[src/rtl/multi_and_detector_pkg.sv]
// multi_and_detector_pkg
//   Shared constants and helpers for the multi_and_detector block.
//   - DEF_* : default parameter values for the top level
//   - cnt_sat() : all-ones saturation value for a counter of a given width
package multi_and_detector_pkg;

    localparam int unsigned DEF_CHANNELS = 2;
    localparam int unsigned DEF_INPUTS   = 4;
    localparam int unsigned DEF_DELAY    = 1;
    localparam int unsigned DEF_CNT_W    = 8;

    // Largest value a w-bit unsigned counter can hold; clamps at 64 bits.
    function automatic logic [63:0] cnt_sat(input int unsigned w);
        if (w >= 64) begin
            return '1;
        end
        return (64'd1 << w) - 64'd1;
    endfunction

endpackage

[src/rtl/and_match_channel.sv]
// and_match_channel
//   One decoder channel: masked AND match, programmable delay line,
//   rising-edge pulse register and saturating hit counter.
// Ports:
//   clk      : system clock, rising edge
//   rst      : asynchronous active-high reset
//   en       : advance the delay line; low freezes it and blanks y_rise
//   clr      : synchronous clear of the hit counter (independent of en)
//   din      : channel inputs
//   inv_mask : per-bit invert applied to din before the AND
//   y        : delayed match (last delay stage)
//   y_rise   : one-cycle pulse when y goes 0->1
//   hit_cnt  : saturating count of y_rise pulses
module and_match_channel
    import multi_and_detector_pkg::*;
#(
    parameter int unsigned INPUTS       = DEF_INPUTS,
    parameter int unsigned DELAY_CYCLES = DEF_DELAY,
    parameter int unsigned CNT_W        = DEF_CNT_W
) (
    input  logic              clk,
    input  logic              rst,
    input  logic              en,
    input  logic              clr,
    input  logic [INPUTS-1:0] din,
    input  logic [INPUTS-1:0] inv_mask,
    output logic              y,
    output logic              y_rise,
    output logic [CNT_W-1:0]  hit_cnt
);

    localparam logic [CNT_W-1:0] CntSat = CNT_W'(cnt_sat(CNT_W));

    logic                    match;
    logic [DELAY_CYCLES-1:0] stage_q, stage_d;
    logic                    rise_q, rise_d;
    logic [CNT_W-1:0]        cnt_q, cnt_d;

    assign match = &(din ^ inv_mask);

    // stage_q[0] is the newest sample, stage_q[DELAY_CYCLES-1] drives y.
    if (DELAY_CYCLES == 1) begin : g_delay_one
        assign stage_d = match;
    end else begin : g_delay_multi
        assign stage_d = {stage_q[DELAY_CYCLES-2:0], match};
    end

    // Frozen edges force the pulse low so a held 1 never re-triggers.
    assign rise_d = en & stage_d[DELAY_CYCLES-1] & ~stage_q[DELAY_CYCLES-1];

    // Counts on any edge where the pulse is high, so a pulse that is
    // followed immediately by a freeze is still counted. clr wins.
    always_comb begin
        cnt_d = cnt_q;
        if (clr) begin
            cnt_d = '0;
        end else if (rise_q && (cnt_q != CntSat)) begin
            cnt_d = cnt_q + CNT_W'(1);
        end
    end

    always_ff @(posedge clk or posedge rst) begin
        if (rst) begin
            stage_q <= '0;
            rise_q  <= 1'b0;
            cnt_q   <= '0;
        end else begin
            if (en) begin
                stage_q <= stage_d;
            end
            rise_q <= rise_d;
            cnt_q  <= cnt_d;
        end
    end

    assign y       = stage_q[DELAY_CYCLES-1];
    assign y_rise  = rise_q;
    assign hit_cnt = cnt_q;

endmodule

[src/rtl/multi_and_detector.sv]
// multi_and_detector
//   CHANNELS independent INPUTS-wide masked AND decoders with delay,
//   rising-edge pulse and saturating hit counter. Pure bus slicing here.
// Ports:
//   clk, rst  : clock and asynchronous active-high reset
//   en        : pipeline advance enable
//   clr       : synchronous clear of all hit counters
//   din       : channel c at [c*INPUTS +: INPUTS]
//   inv_mask  : invert mask, same packing as din
//   y         : delayed AND result per channel
//   y_rise    : per-channel 0->1 pulse
//   hit_cnt   : channel c at [c*CNT_W +: CNT_W]
module multi_and_detector
    import multi_and_detector_pkg::*;
#(
    parameter int unsigned CHANNELS     = DEF_CHANNELS,
    parameter int unsigned INPUTS       = DEF_INPUTS,
    parameter int unsigned DELAY_CYCLES = DEF_DELAY,
    parameter int unsigned CNT_W        = DEF_CNT_W
) (
    input  logic                         clk,
    input  logic                         rst,
    input  logic                         en,
    input  logic                         clr,
    input  logic [CHANNELS*INPUTS-1:0]   din,
    input  logic [CHANNELS*INPUTS-1:0]   inv_mask,
    output logic [CHANNELS-1:0]          y,
    output logic [CHANNELS-1:0]          y_rise,
    output logic [CHANNELS*CNT_W-1:0]    hit_cnt
);

    for (genvar c = 0; c < CHANNELS; c++) begin : g_ch
        and_match_channel #(
            .INPUTS       (INPUTS),
            .DELAY_CYCLES (DELAY_CYCLES),
            .CNT_W        (CNT_W)
        ) u_ch (
            .clk      (clk),
            .rst      (rst),
            .en       (en),
            .clr      (clr),
            .din      (din[c*INPUTS +: INPUTS]),
            .inv_mask (inv_mask[c*INPUTS +: INPUTS]),
            .y        (y[c]),
            .y_rise   (y_rise[c]),
            .hit_cnt  (hit_cnt[c*CNT_W +: CNT_W])
        );
    end

endmodule
[config.mk]
export PLATFORM = sky130hd
export DESIGN_NAME = multi_and_detector
export DESIGN_NICKNAME = d
export VERILOG_FILES = /design/src/rtl/multi_and_detector_pkg.sv /design/src/rtl/and_match_channel.sv /design/src/rtl/multi_and_detector.sv
export SDC_FILE = /design/constraint.sdc
export NUM_CORES = 1
export LEC_CHECK = 0
export ABC_AREA = 0
export BUFFER_PORTS_ARGS = -buffer_cell sky130_fd_sc_hd__buf_2
export CAP_MARGIN = 20
export CORE_MARGIN = 2
export CORE_UTILIZATION = 49
export DETAILED_ROUTE_END_ITERATION = 12
export GPL_TIMING_DRIVEN = 0
export PLACE_DENSITY = 0.8
export SLEW_MARGIN = 20
export SYNTH_ARGS = -nofsm -noshare
export SYNTH_HDL_FRONTEND = slang
export SYNTH_SLANG_ARGS = --single-unit
[constraint.sdc]
create_clock -name clk -period 1.9 [get_ports clk]
set_input_delay 0.095 -clock clk [delete_from_list [all_inputs] [get_ports clk]]
set_output_delay 0.095 -clock clk [all_outputs]
set_load 0.01 [all_outputs]
Word level (Yosys, flattened, before mapping)

Index checks and enable logic that the tools add are counted.

Register bits: 20
Bits of input ports: 20
Output and inout bits: 20
Word-level logic and storage cells: 28

Add/subtract/negate cells: 2
Eq/ne operators: 2
Muxes and demuxes: 4
Bitwise operators: 8
Reduce and logical (&&, ||, !) cells: 6

Operators with widths:

| operator                                                       | number |
|---|---|
| 8-bit 2-to-1 mux                                               | 4 |
| 8-bit by 1-bit adder with 8-bit output (second input constant) | 2 |
| 8-bit != test (second input constant)                          | 2 |
| 4-bit AND reduction                                            | 2 |
| 4-bit XOR                                                      | 2 |
| 1-bit AND                                                      | 4 |
| 2-bit nonzero test                                             | 2 |
| 1-bit logical AND                                              | 2 |
| 1-bit NOT                                                      | 2 |

Longest topological paths before layout

Word-level depth: 4
Mapped depth: 4
Mapped depth without buffers: 4

By module

From an unflattened synthesis, not the netlist that was laid out.

Cells, all modules: 114
Area, all modules: 1211.2 sq um

Modules (own cells, without submodules):

| module            | instances | cells each | area an instance (sq um) | sequential area each (sq um) |
|---|---|---|---|---|
| and_match_channel | 2         | 57         | 605.6                    | 250.2 |

Least setup slack after synthesis

OpenSTA, ideal clock, no wires.

Kind: flip-flop to flip-flop
Start: register g_ch[1].u_ch.cnt_q[0]
End: register g_ch[1].u_ch.cnt_q[5]
Library setup time: 0.125 ns
Data arrival time: 1.442 ns
Setup slack: 0.333 ns
Cell stages (with the launch flop): 5
Path buffers: 0
Cells stage by stage: dfrtp_1 ha_1 and3_2 a211oi_2 mux2_4

Longest elaborated chain between the ends: 3
Elaborated cells on any way between the ends: 6
Classes of those cells: 1 x add/sub; 1 x eq/ne; 2 x mux; 2 x reduce/logical

RTL lines:

| what                                                                    | RTL line                                         | source |
|---|---|---|
| start: declaration                                                      | and_match_channel.sv:37                          | `logic [CNT_W-1:0] cnt_q, cnt_d;` |
| start signal: assignment                                                | and_match_channel.sv:72                          | `cnt_q <= cnt_d;` |
| 8-bit by 1-bit adder with 8-bit output or 8-bit != test (tied branches) | and_match_channel.sv:58, and_match_channel.sv:57 |  |
| 8-bit 2-to-1 mux or 1-bit logical AND (tied branches)                   | and_match_channel.sv:57                          | `end else if (rise_q && (cnt_q != CntSat)) begin` |
| 8-bit 2-to-1 mux or 2-bit nonzero test (tied branches)                  | --                                               |  |

Several ways; a longest one is shown, not always the timed one. The select of a mux whose other input is x is not followed.
A chain may end at the register's enable or synchronous reset.

Worst setup path in the final report

Same ends and word-level chain as after synthesis.

==> summary.txt <==
Clocking
  – CTS resizes: 0
  – CTS tree: built
  – H-tree depth: 1
  – Clk buf depth: 2
  – Clk sink count: 20
  – TritonCTS Buffers: 3
  – CTS clk-pin slew, worst paths: 100 ps
  – Clock Latency Late Sink: slightly below 300 ps
  – Clock root cell: clkbuf_4

Floorplan
  – Die Wd: 53.6 µm
  – Row cnt: 17
  – Core ar.: 2280 µm²
  – Initial core utilization: 53.0%
  – Die area: 2870 µm²
  – Die height: between 50 and 60 µm
  – I/O pins: 40

Place
  – Routability cong.: 0.807
  – DP Wirelength: 1.91 mm
  – DP Worst Slack: 291 ps
  – IO buf count: 39
  – Placement Cell Area: 1440 µm²

Logic synthesis
  – Post-synth net total: 139
  – Seq/Total Area, Yosys: 41.5%
  – #FFs+latches synth: 20
  – Xor and xnor area share after synthesis: 5.81%
  – Post-synthesis mux area share: 9.85%
  – Compound-gate portion of the synthesized area: 12.6%
  – Largest family of logic cells by synthesized area: simple AND/OR/NAND/NOR gates
  – Post-synthesis simple-gate area fraction: 22.6%
  – Synth cell types: 36
  – Post-Synthesis Cells: 117
  – Synth Area in Adders: just over 2%
  – Synth Cell Area: 1210 µm²
  – Ys Warns: 0
  – Syn_area_per_cell: just over 10 µm²

Critical path
  – Crit Path Category: flop to flop
  – Worst-path fanout max: 6
  – Worst Path Required: 2090 ps
  – Worst path slowest cell: dfrtp_1
  – Max stage delay on crit path: 440 ps
  – Crit path DAT: around 1800 ps
  – Worst Setup Start Kind: flop
  – CP Cell Sequence: ha_1 > and3_2 > a211oi_2 > mux2_4
  – Worst setup EP type: flop

Power
  – P_leak: 0.732 nW
  – Total power: 715 µW
  – VDD IR max: ~0.41 mV
  – Pwr dens: 487 nW/µm²

Layout
  – # diodes: 0
  – Most frequent cells in the layout: buf_2, dfrtp_1, a21oi_1, xor2_1, nand4_1
  – Post-Layout Inst Area: roughly 1500 µm²
  – Share of cells above drive strength 1: 36.3%
  – Net count, final: 184
  – Area growth syn-to-layout: 21.8%
  – Most common cell after layout, fill and taps aside: buf_2
  – Fillers: 204

Flow run
  – Maxcap violations: 0

STA
  – Layout Skew: 0.948 ps
  – Worst-Margin Slew: 759 ps
  – Crit share post-route: 85.9%
  – Hold Slack: between 30 and 40 ps
  – Slack of the critical path: around 270 ps
  – Fmax: roughly 610 MHz
  – Fin crit period: 1630 ps
  – Setup TNS: 0 ps
  – Slew Limit Fails: 0
  – Hold Vio Cnt, Final: 0
  – Max-slew headroom: 49.4%
  – Unrepaired setup endpoints after global routing: false
  – Final setup vio count: 0

Drt
  – Routed WL: 2.45 mm
  – DR pass1 iterations: 4
  – WL/cell: 13.1 µm
  – # DRC: 0
  – DR iter-0 viols: 13
  – Via-to-Cell Ratio: 5.56
  – Vias: 1046
  – Antenna viol nets, final: 0

Global route
  – Initial antenna violation count: 0
  – Global-route wire length before repair: 4.05 mm
  – Vias in the first global route: 967
  – GRT Total Usage: 19.4%
  – Largest net degree at the start of global routing: 21
  – Grt ovf: 0

Run status
  – Status: completed

Min path
  – HP Class: primary input to flop
==> registers in the layout, indices dropped and copies added, names as in the netlist <==
register           flops
g_ch.u_ch.hit_cnt     16
g_ch.u_ch.y            2
g_ch.u_ch.y_rise       2
==> cells in the mapped netlist (all sizes together) <==
cell | instances | area (µm²)
dfrtp | 20 | 500
a21oi | 9 | 48.8
xor2 | 8 | 70.1
nand4 | 7 | 43.8
mux2 | 6 | 78.8
nor2 | 6 | 22.5
nor2b | 6 | 37.5
buf | 5 | 41.3
inv | 5 | 18.8
nor3b | 5 | 37.5
mux2i | 4 | 40.0
nand2b | 4 | 25.0
nand3 | 4 | 20.0
a211oi | 3 | 27.5
a21boi | 3 | 30.0
and4 | 3 | 31.3
and3 | 2 | 13.8
clkbuf | 2 | 7.51
ha | 2 | 25.0
nand2 | 2 | 7.51
nor3 | 2 | 10.0
nor4b | 2 | 17.5
o21bai | 2 | 15.0
a2111oi | 1 | 8.76
a311oi | 1 | 8.76
o21ai | 1 | 5.00
o31ai | 1 | 7.51
or3 | 1 | 6.26
==> worst max-delay path: cells and delay by family (launching register included) <==
family / cells / cell delay (ps)
fa+ha+maj: 1 / 270
compound gates: 1 / 270
simple gates: 1 / 230
mux: 1 / 320
flops: 1 / 440
==> logic make-up after synthesis <==
group / after synthesis
buffers and inverters: 12
flip-flops: 20
AND/OR/NAND/NOR: 44
multiplexers: 10
XOR/XNOR: 8
AO/OA/AOI/OAI: 21
adder cells (fa/ha/maj): 2
==> what timing repair did <==
item / CTS / global route
hold endpoints to repair: 20 / 0
setup buffers: 0 / 0
hold buffers: 1 / 0
==> metrics by stage <==
step | utilization (%) | std cells
2_1_floorplan | - | 117
3_3_place_gp | 63.1 | 184
3_5_place_dp | 63.1 | 184
4_1_cts | 64.5 | 188
5_1_grt | 64.5 | 188
6_report | 64.5 | 188
==> report_power, final <==
group | internal (mW) | switching (mW) | total [mW]
Combinational | 0.0419 | 0.0423 | 0.0843
Clock | 0.0737 | 0.121 | 0.194
Sequential | 0.431 | 0.00594 | 0.437
==> area by class of cell <==
type                    instances  area, µm²  share of cell area [%]
multi-input cells              85        638                    43.4
flip-flops and latches         20        500                    34.1
repair buffers                 40        205                    14.0
plain buffers                   7       48.8                    3.32
well taps                      28       35.0                    2.39
clock buffers                   3       22.5                    1.53
inverters                       5       18.8                    1.28
==> layer usage <==
| layer | vias up | GRT usage (%) | wire length [µm] |
|---|---|---|---|
| li1 | 510 | - | - |
| met1 | 492 | 23.2 | 990 |
| met2 | 40 | 35.6 | 1290 |
| met3 | 4 | 3.33 | 145 |
| met4 | 0 | 5.13 | 27 |
| met5 | - | 0 | 0 |
==> final timing paths <==
| path | start | slack, ps | to | depth (start not counted) |
|---|---|---|---|---|
| min in group asynchronous | rst | 480 | g_ch[1].u_ch.hit_cnt[2] | 3 |
| worst max-delay path | g_ch[1].u_ch.hit_cnt[0] | 270 | g_ch[1].u_ch.hit_cnt[5] | 4 |
| max in group asynchronous | rst | 950 | g_ch[0].u_ch.hit_cnt[2] | 3 |
| worst min register to register | g_ch[1].u_ch.y | 480 | g_ch[1].u_ch.y_rise | 1 |
| worst max register to register | g_ch[1].u_ch.hit_cnt[0] | 270 | g_ch[1].u_ch.hit_cnt[5] | 4 |
| worst min-delay path | en | 30 | g_ch[0].u_ch.y | 2 |
No activity file was read; power rests on OpenSTA's default activity.
